--- config.mk ---
export PLATFORM = sky130hd
export DESIGN_NAME = lcd_rgb_capture
export DESIGN_NICKNAME = d
export VERILOG_FILES = /design/src/rtl/lcd_rgb_capture.sv
export SDC_FILE = /design/constraint.sdc
export NUM_CORES = 1
export LEC_CHECK = 0
export CAP_MARGIN = 20
export CORE_MARGIN = 4
export CORE_UTILIZATION = 35
export CTS_BUF_LIST = sky130_fd_sc_hd__clkbuf_16
export CTS_CLUSTER_SIZE = 30
export DETAILED_ROUTE_END_ITERATION = 6
export DONT_BUFFER_PORTS = 1
export PLACE_DENSITY_LB_ADDON = 0.25
export SLEW_MARGIN = 20
export SYNTH_ARGS = -nofsm -noshare
export SYNTH_HDL_FRONTEND = slang
export SYNTH_SLANG_ARGS = --single-unit
--- constraint.sdc ---
create_clock -name clk_pix -period 3.8 [get_ports clk_pix]
set_input_delay 0.95 -clock clk_pix [delete_from_list [all_inputs] [get_ports clk_pix]]
set_output_delay 0.95 -clock clk_pix [all_outputs]
set_load 0.05 [all_outputs]
--- src/rtl/lcd_rgb_capture.sv ---
// lcd_rgb_capture: receive side of a parallel RGB565 LCD bus (DEN/HSYNC/VSYNC/RGB).
// Recovers pixel position, measures frame geometry, locks after LOCK_FRAMES
// consecutive matching frames and streams qualified pixels two clocks after sampling.
// Optional feature macro: CAPTURE_CRC_EN (per-frame CRC-16-CCITT over streamed pixels).
module lcd_rgb_capture #(
    parameter int unsigned H_ACTIVE    = 800,
    parameter int unsigned V_ACTIVE    = 480,
    parameter int unsigned LOCK_FRAMES = 2
) (
    input  logic        clk_pix,
    input  logic        reset,
    input  logic        vid_den,
    input  logic        vid_hsync,
    input  logic        vid_vsync,
    input  logic [4:0]  vid_r,
    input  logic [5:0]  vid_g,
    input  logic [4:0]  vid_b,
    output logic        pix_valid,
    output logic [15:0] pix_data,
    output logic [15:0] pix_x,
    output logic [15:0] pix_y,
    output logic        pix_sof,
    output logic        pix_eol,
    output logic        locked,
    output logic        frame_done,
    output logic [15:0] meas_h,
    output logic [15:0] meas_v,
    output logic        err_timing,
    output logic [15:0] frame_crc
);
    localparam logic [15:0] H_ACT  = 16'(H_ACTIVE);
    localparam logic [15:0] V_ACT  = 16'(V_ACTIVE);
    localparam logic [3:0]  LOCK_N = 4'(LOCK_FRAMES);

    typedef enum logic [1:0] {
        ST_SEARCH  = 2'd0,
        ST_MEASURE = 2'd1,
        ST_LOCKED  = 2'd2
    } state_t;

    function automatic logic [15:0] sat_inc(input logic [15:0] v);
        sat_inc = (v == 16'hFFFF) ? v : v + 16'd1;
    endfunction

    logic        den_q, hs_q, vs_q, den_prev_q, hs_prev_q, vs_prev_q;
    logic [15:0] rgb_q;
    state_t      state_q, state_d;
    logic [3:0]  match_q, match_d;
    logic [15:0] h_cnt_q, h_cnt_d, line_q, line_d, maxh_q, maxh_d;
    logic [15:0] meas_h_q, meas_h_d, meas_v_q, meas_v_d;
    logic        bad_q, bad_d;
    logic        p_valid_q, p_sof_q, p_eol_q, p_done_q, p_err_q;
    logic [15:0] p_data_q, p_x_q, p_y_q;
    logic        den_fall_s, vs_fall_s, hs_fall_s, abort_s, line_close_s;
    logic        in_range_s, pix_ok_s, excess_s, line_bad_s, bad_close_s, frame_match_s;
    logic        done_s, err_s;
    logic [15:0] maxh_close_s, lines_close_s, crc_out_s;

    // Input stage: sample the bus once, keep previous sample for edge detection.
    always_ff @(posedge clk_pix or negedge reset) begin
        if (!reset) begin
            den_q      <= 1'b0;
            hs_q       <= 1'b0;
            vs_q       <= 1'b0;
            den_prev_q <= 1'b0;
            hs_prev_q  <= 1'b0;
            vs_prev_q  <= 1'b0;
            rgb_q      <= 16'd0;
        end else begin
            den_q      <= vid_den;
            hs_q       <= vid_hsync;
            vs_q       <= vid_vsync;
            den_prev_q <= den_q;
            hs_prev_q  <= hs_q;
            vs_prev_q  <= vs_q;
            rgb_q      <= {vid_r, vid_g, vid_b};
        end
    end

    assign den_fall_s   = den_prev_q & ~den_q;
    assign vs_fall_s    = vs_prev_q & ~vs_q;
    assign hs_fall_s    = hs_prev_q & ~hs_q;
    // A frame start with DEN still high aborts the open line.
    assign abort_s      = vs_fall_s & den_q;
    // An aborted line leaves x at 0, so its trailing DEN fall closes nothing.
    assign line_close_s = den_fall_s & (h_cnt_q != 16'd0);
    assign in_range_s   = (h_cnt_q < H_ACT) && (line_q < V_ACT);
    assign pix_ok_s     = den_q && !abort_s && (state_q == ST_LOCKED) && in_range_s;
    assign excess_s     = den_q && !abort_s && !in_range_s;
    assign line_bad_s   = line_close_s && (h_cnt_q != H_ACT);
    assign maxh_close_s = (line_close_s && (h_cnt_q > maxh_q)) ? h_cnt_q : maxh_q;
    assign lines_close_s = line_close_s ? sat_inc(line_q) : line_q;
    assign bad_close_s  = bad_q | excess_s | line_bad_s | abort_s;
    assign frame_match_s = (maxh_close_s == H_ACT) && (lines_close_s == V_ACT) && !bad_close_s;

    // Position counters, frame statistics and lock FSM next-state.
    always_comb begin
        h_cnt_d  = h_cnt_q;
        line_d   = line_q;
        maxh_d   = maxh_close_s;
        bad_d    = bad_close_s;
        state_d  = state_q;
        match_d  = match_q;
        meas_h_d = meas_h_q;
        meas_v_d = meas_v_q;
        done_s   = 1'b0;
        err_s    = 1'b0;
        if (vs_fall_s) begin
            h_cnt_d = 16'd0;
            line_d  = 16'd0;
            maxh_d  = 16'd0;
            bad_d   = 1'b0;
        end else if (den_q) begin
            h_cnt_d = sat_inc(h_cnt_q);
        end else if (den_fall_s || hs_fall_s) begin
            h_cnt_d = 16'd0;
            line_d  = lines_close_s;
        end else begin
            h_cnt_d = h_cnt_q;
        end
        case (state_q)
            ST_SEARCH: begin
                if (vs_fall_s) begin
                    state_d = ST_MEASURE;
                end else begin
                    state_d = ST_SEARCH;
                end
            end
            ST_MEASURE: begin
                if (vs_fall_s) begin
                    done_s   = 1'b1;
                    meas_h_d = maxh_close_s;
                    meas_v_d = lines_close_s;
                    if (frame_match_s) begin
                        match_d = match_q + 4'd1;
                        if ((match_q + 4'd1) >= LOCK_N) begin
                            state_d = ST_LOCKED;
                        end else begin
                            state_d = ST_MEASURE;
                        end
                    end else begin
                        match_d = 4'd0;
                        err_s   = 1'b1;
                    end
                end else begin
                    state_d = ST_MEASURE;
                end
            end
            ST_LOCKED: begin
                if (vs_fall_s) begin
                    done_s   = 1'b1;
                    meas_h_d = maxh_close_s;
                    meas_v_d = lines_close_s;
                    if (frame_match_s) begin
                        state_d = ST_LOCKED;
                    end else begin
                        state_d = ST_MEASURE;
                        match_d = 4'd0;
                        err_s   = 1'b1;
                    end
                end else begin
                    state_d = ST_LOCKED;
                end
            end
            default: begin
                state_d = ST_SEARCH;
                match_d = 4'd0;
            end
        endcase
    end

    // Counter/FSM state plus first output pipeline stage.
    always_ff @(posedge clk_pix or negedge reset) begin
        if (!reset) begin
            state_q   <= ST_SEARCH;
            match_q   <= 4'd0;
            h_cnt_q   <= 16'd0;
            line_q    <= 16'd0;
            maxh_q    <= 16'd0;
            bad_q     <= 1'b0;
            meas_h_q  <= 16'd0;
            meas_v_q  <= 16'd0;
            p_valid_q <= 1'b0;
            p_data_q  <= 16'd0;
            p_x_q     <= 16'd0;
            p_y_q     <= 16'd0;
            p_sof_q   <= 1'b0;
            p_eol_q   <= 1'b0;
            p_done_q  <= 1'b0;
            p_err_q   <= 1'b0;
        end else begin
            state_q   <= state_d;
            match_q   <= match_d;
            h_cnt_q   <= h_cnt_d;
            line_q    <= line_d;
            maxh_q    <= maxh_d;
            bad_q     <= bad_d;
            meas_h_q  <= meas_h_d;
            meas_v_q  <= meas_v_d;
            p_valid_q <= pix_ok_s;
            p_data_q  <= pix_ok_s ? rgb_q : 16'd0;
            p_x_q     <= pix_ok_s ? h_cnt_q : 16'd0;
            p_y_q     <= pix_ok_s ? line_q : 16'd0;
            p_sof_q   <= pix_ok_s && (h_cnt_q == 16'd0) && (line_q == 16'd0);
            p_eol_q   <= pix_ok_s && (h_cnt_q == (H_ACT - 16'd1));
            p_done_q  <= done_s;
            p_err_q   <= err_s;
        end
    end

`ifdef CAPTURE_CRC_EN
    function automatic logic [15:0] crc16_step(input logic [15:0] crc, input logic [15:0] data);
        logic [15:0] c;
        c = crc;
        for (int i = 15; i >= 0; i--) begin
            if (c[15] ^ data[i]) begin
                c = {c[14:0], 1'b0} ^ 16'h1021;
            end else begin
                c = {c[14:0], 1'b0};
            end
        end
        return c;
    endfunction

    logic [15:0] crc_run_q, crc_frame_q;

    // Running CRC over streamed pixels; snapshot and re-init at each frame start.
    always_ff @(posedge clk_pix or negedge reset) begin
        if (!reset) begin
            crc_run_q   <= 16'hFFFF;
            crc_frame_q <= 16'h0000;
        end else if (vs_fall_s) begin
            crc_run_q   <= 16'hFFFF;
            crc_frame_q <= done_s ? crc_run_q : crc_frame_q;
        end else if (pix_ok_s) begin
            crc_run_q   <= crc16_step(crc_run_q, rgb_q);
        end else begin
            crc_run_q   <= crc_run_q;
        end
    end

    assign crc_out_s = crc_frame_q;
`else
    assign crc_out_s = 16'h0000;
`endif

    // Output registers: second pipeline stage, cleared at once by reset.
    always_ff @(posedge clk_pix or negedge reset) begin
        if (!reset) begin
            pix_valid  <= 1'b0;
            pix_data   <= 16'd0;
            pix_x      <= 16'd0;
            pix_y      <= 16'd0;
            pix_sof    <= 1'b0;
            pix_eol    <= 1'b0;
            locked     <= 1'b0;
            frame_done <= 1'b0;
            meas_h     <= 16'd0;
            meas_v     <= 16'd0;
            err_timing <= 1'b0;
            frame_crc  <= 16'd0;
        end else begin
            pix_valid  <= p_valid_q;
            pix_data   <= p_data_q;
            pix_x      <= p_x_q;
            pix_y      <= p_y_q;
            pix_sof    <= p_sof_q;
            pix_eol    <= p_eol_q;
            locked     <= (state_q == ST_LOCKED);
            frame_done <= p_done_q;
            meas_h     <= meas_h_q;
            meas_v     <= meas_v_q;
            err_timing <= p_err_q;
            frame_crc  <= crc_out_s;
        end
    end
endmodule

==> summary.md <==
| Metric | Value |
|---|---|
| Outcome | completed |
| Number of global-route vias before repair | 5478 |
| Hold WC Path Type | input pin to asynchronous set/reset pin |
| Power Total | 5.371 mW |
| Inserted Diodes | 0 |
| Max-slew headroom at the worst pin | 28.18% |
| CTS tree | done |
| Slack of the worst reg-to-reg path | 0.26 ns |
| Height of the die | 170.8 um |
| Max Freq | 282.5 MHz |
| Routed Antenna Nets | 0 |
| Maximum clock path buffer count | 3 |
| Total wire length after detailed routing | 18.79 mm |
| Reg2Reg Depth | 10 |
| Cell-by-cell trace of the critical path | ha_1 > nand4_4 > or4_4 > and3_4 > a211o_1 > a221o_1 > nor4_4 > a21oi_2 > o21bai_4 > mux2_1 |
| Floorplan core area | 26060 um2 |
| Residual overflow from global routing | 0 |
| Category of the worst setup path capture point | flop |
| Clock slew at reported path FFs | 0.06 ns |
| Min cycle time layout | 3.540 ns |
| Startpoint types | flop |
| Part of the Yosys area used for sequential elements | 66.86% |
| Worst IR drop on VDD | 0.0003852 V |
| Sequential cell area | 6206 um2 |
| Critical path arrival | 3.94 ns |
| Flip-flop cell with the highest count after synthesis | sky130_fd_sc_hd__dfrtp_1 |
| PD cells | 512.3 nW/um2 |
| Via count of the routed design | 5425 |
| Root buffer cell | sky130_fd_sc_hd__clkbuf_16 |
| Clock latency on the worst-skew pair | 0.53 ns |
| Cell type of the slowest stage on the worst timing path | sky130_fd_sc_hd__or4_4 |
| Async set-reset flop share out of synthesis | 100.0% |
| Number of synthesis warnings | 0 |
| Count of fill cells added during filler insertion | 2459 |
| Post-CTS Setup Bufs | 0 |
| Total DRC errors in the routed layout | 0 |
| Die Span X | 170.8 um |
| Count of mapped cells out of synthesis | 759 |
| Post_cts resized | 0 |
| Number of hold buffers added after CTS | 0 |
| H-tree depth reported by CTS | 1 |
| Endpoint required time on the critical path | 4.20 ns |
| Maximum number of pins on one net before global-route repair | 249 |
| Hold violation total from the final report | 0 |
| DRC marker count from the first detailed-route iteration | 369 |
| Setup repair after global routing missed its margin | false |
| Type of the worst setup path | flop to flop |
| Worst path max stage delay | 0.60 ns |
| Number of enable-type register cells in the synthesized netlist | 0 |
| Max-cap viol count | 0 |
| Final layout net count | 837 |
| Final number of setup-violating endpoints | 0 |
| Clk sinks | 248 |
| Initial core utilization | 35.62% |
| LEAKAGE | 5.086 nW |
| Total half-perimeter wirelength after legalization and detailed placement | 12.38 mm |
| Summed area of non-filler cells in the final layout | 10490 um2 |
| Weighted congestion reported at the end of routability-driven placement | 0.8492 |
| Mean post-synth cell area | 12.23 um2 |
| Total CTS buffers | 26 |
| Post-synthesis cell area | 9281 um2 |
| Launching point of the worst reg2reg path | line_q[0]$_DFFE_PN0P_ |
| Hold slack | 0.1327 ns |
| Die outline area | 29190 um2 |
| Global-route usage over all layers | 12.82% |
| Setup TNS after final layout | 0 ns |
| Wire length per cell | 16.46 um |
| Number of buffer cells added on primary ports | 0 |
| Flip-flop and latch count after synthesis | 248 |
| Skew final | 0.01792 ns |
| Router iterations before antenna repair | 5 |
| Io pins | 123 |
| Layout cells sized above 1 | 8.313% |
| P&R area growth vs syn | 12.97% |
| Worst R2R End | match_q[0]$_DFFE_PN0P_ |
| Max Slew Vio Count | 0 |
| Biggest fanout along the worst timing path | 7 |
| Area of the multi-input gates | 2821 um2 |
| Slew at the pin closest to its max-slew limit | 1.070 ns |
| Wire length of the first global-routing pass | 30.52 mm |
| Standard cell area after detailed placement | 9728 um2 |
| Final period utilization | 93.15% |
| Row Count | 59 |
| Post-synth cell types | 59 |
| Via/cell ratio | 4.755 |
| Initial antenna violation count | 0 |
routing by layer:
metal / up-vias / GRT usage, % / wire (um)
met5: - / 0 / 0
met4: 0 / 3.204 / 377
met3: 33 / 3.373 / 1413
met2: 163 / 19.81 / 8432
met1: 2643 / 18.17 / 8563
li1: 2586 / - / -
power by group:
group	total, mW	internal, mW	leakage, nW	switching [mW]
logic	0.285	0.0931	1.36	0.192
clock network	2.26	1.24	0.384	1.01
registers	2.83	2.71	3.34	0.119
critical path, delay by kind of cell, from the launching register on:
kind | cells | cell delay (ns)
compound gates | 4 | 1.00
flops | 1 | 0.46
simple gates | 4 | 1.34
mux | 1 | 0.34
fa+ha+maj | 1 | 0.25
area by class of cell:
cell class,count,share of cell area (%)
sequential,248,59.19
tap,335,3.998
clock buffer,26,6.205
clock inverter,18,1.014
multi-input combinational,460,26.91
inverter,33,1.181
timing repair buffer,21,1.504
kinds of logic (layout without fill, tap and decap cells):
family,Yosys count,count (layout),share of synthesized area (%)
compound gates,93,93,6.094
xor+xnor,24,24,2.265
fa+ha+maj,26,26,3.505
buf+inv,79,98,3.923
flops,248,248,66.86
mux,21,21,2.305
other cells,1,29,0.04040
simple gates,267,267,15.00
metrics by stage:
| step | cells | utilization, % | worst slack, ns |
|---|---|---|---|
| CTS | 1141 | 40.24 | 0.2375 |
| global route | 1141 | 40.24 | 0.07422 |
| global placement | 1097 | 37.33 | 0.3683 |
| floorplan | 787 | - | 0.4612 |
| finish | 1141 | 40.24 | 0.2602 |
| detailed placement | 1097 | 37.33 | 0.2776 |
how the worst max path moves through the flow:
stage	start	endpoint	slack (ns)	cells after the start
floorplan	line_q[0]$_DFFE_PN0P_	match_q[0]$_DFFE_PN0P_	0.46	11
global placement	line_q[0]$_DFFE_PN0P_	match_q[1]$_DFFE_PN0P_	0.37	10
detailed placement	line_q[0]$_DFFE_PN0P_	match_q[1]$_DFFE_PN0P_	0.28	10
CTS	line_q[0]$_DFFE_PN0P_	match_q[0]$_DFFE_PN0P_	0.24	10
global route	h_cnt_q[0]$_DFFE_PN0P_	match_q[0]$_DFFE_PN0P_	0.07	12
finish	line_q[0]$_DFFE_PN0P_	match_q[0]$_DFFE_PN0P_	0.26	10
cells in the final DEF (no fill, tap or decap), drive strengths merged, types with 9 or more instances in the layout:
cell and n:
and2 37, a21oi 19, conb 29, clkinv 14
nor4 13, nand3 21, nand2 58, clkbuf 26
inv 37, xnor2 9, o21ai 47, nand4 22
dfrtp 248, nor2 66, xor2 15, buf 21
mux2i 18, nor3 13, ha 26
cells in the mapped netlist, types with 4 or more instances:
library cell	n	area share (%)
sky130_fd_sc_hd__nor2_1	66	2.7
sky130_fd_sc_hd__nand4_1	21	1.4
sky130_fd_sc_hd__xor2_1	15	1.4
sky130_fd_sc_hd__ha_1	26	3.5
sky130_fd_sc_hd__nand2b_1	6	0.40
sky130_fd_sc_hd__dfrtp_1	248	67
sky130_fd_sc_hd__nand3_1	21	1.1
sky130_fd_sc_hd__nor4_1	11	0.74
sky130_fd_sc_hd__nand2_1	58	2.3
sky130_fd_sc_hd__xnor2_1	9	0.85
sky130_fd_sc_hd__buf_4	17	1.4
sky130_fd_sc_hd__and3_1	7	0.47
sky130_fd_sc_hd__mux2i_1	18	1.9
sky130_fd_sc_hd__and4_1	4	0.38
sky130_fd_sc_hd__inv_1	33	1.3
sky130_fd_sc_hd__and2_1	37	2.5
sky130_fd_sc_hd__o21ai_0	45	2.4
sky130_fd_sc_hd__nor2b_1	5	0.34
sky130_fd_sc_hd__nor3_1	13	0.70
sky130_fd_sc_hd__a21oi_1	18	0.97
sky130_fd_sc_hd__clkbuf_1	26	1.1
Power figures use the tool's default switching activity.
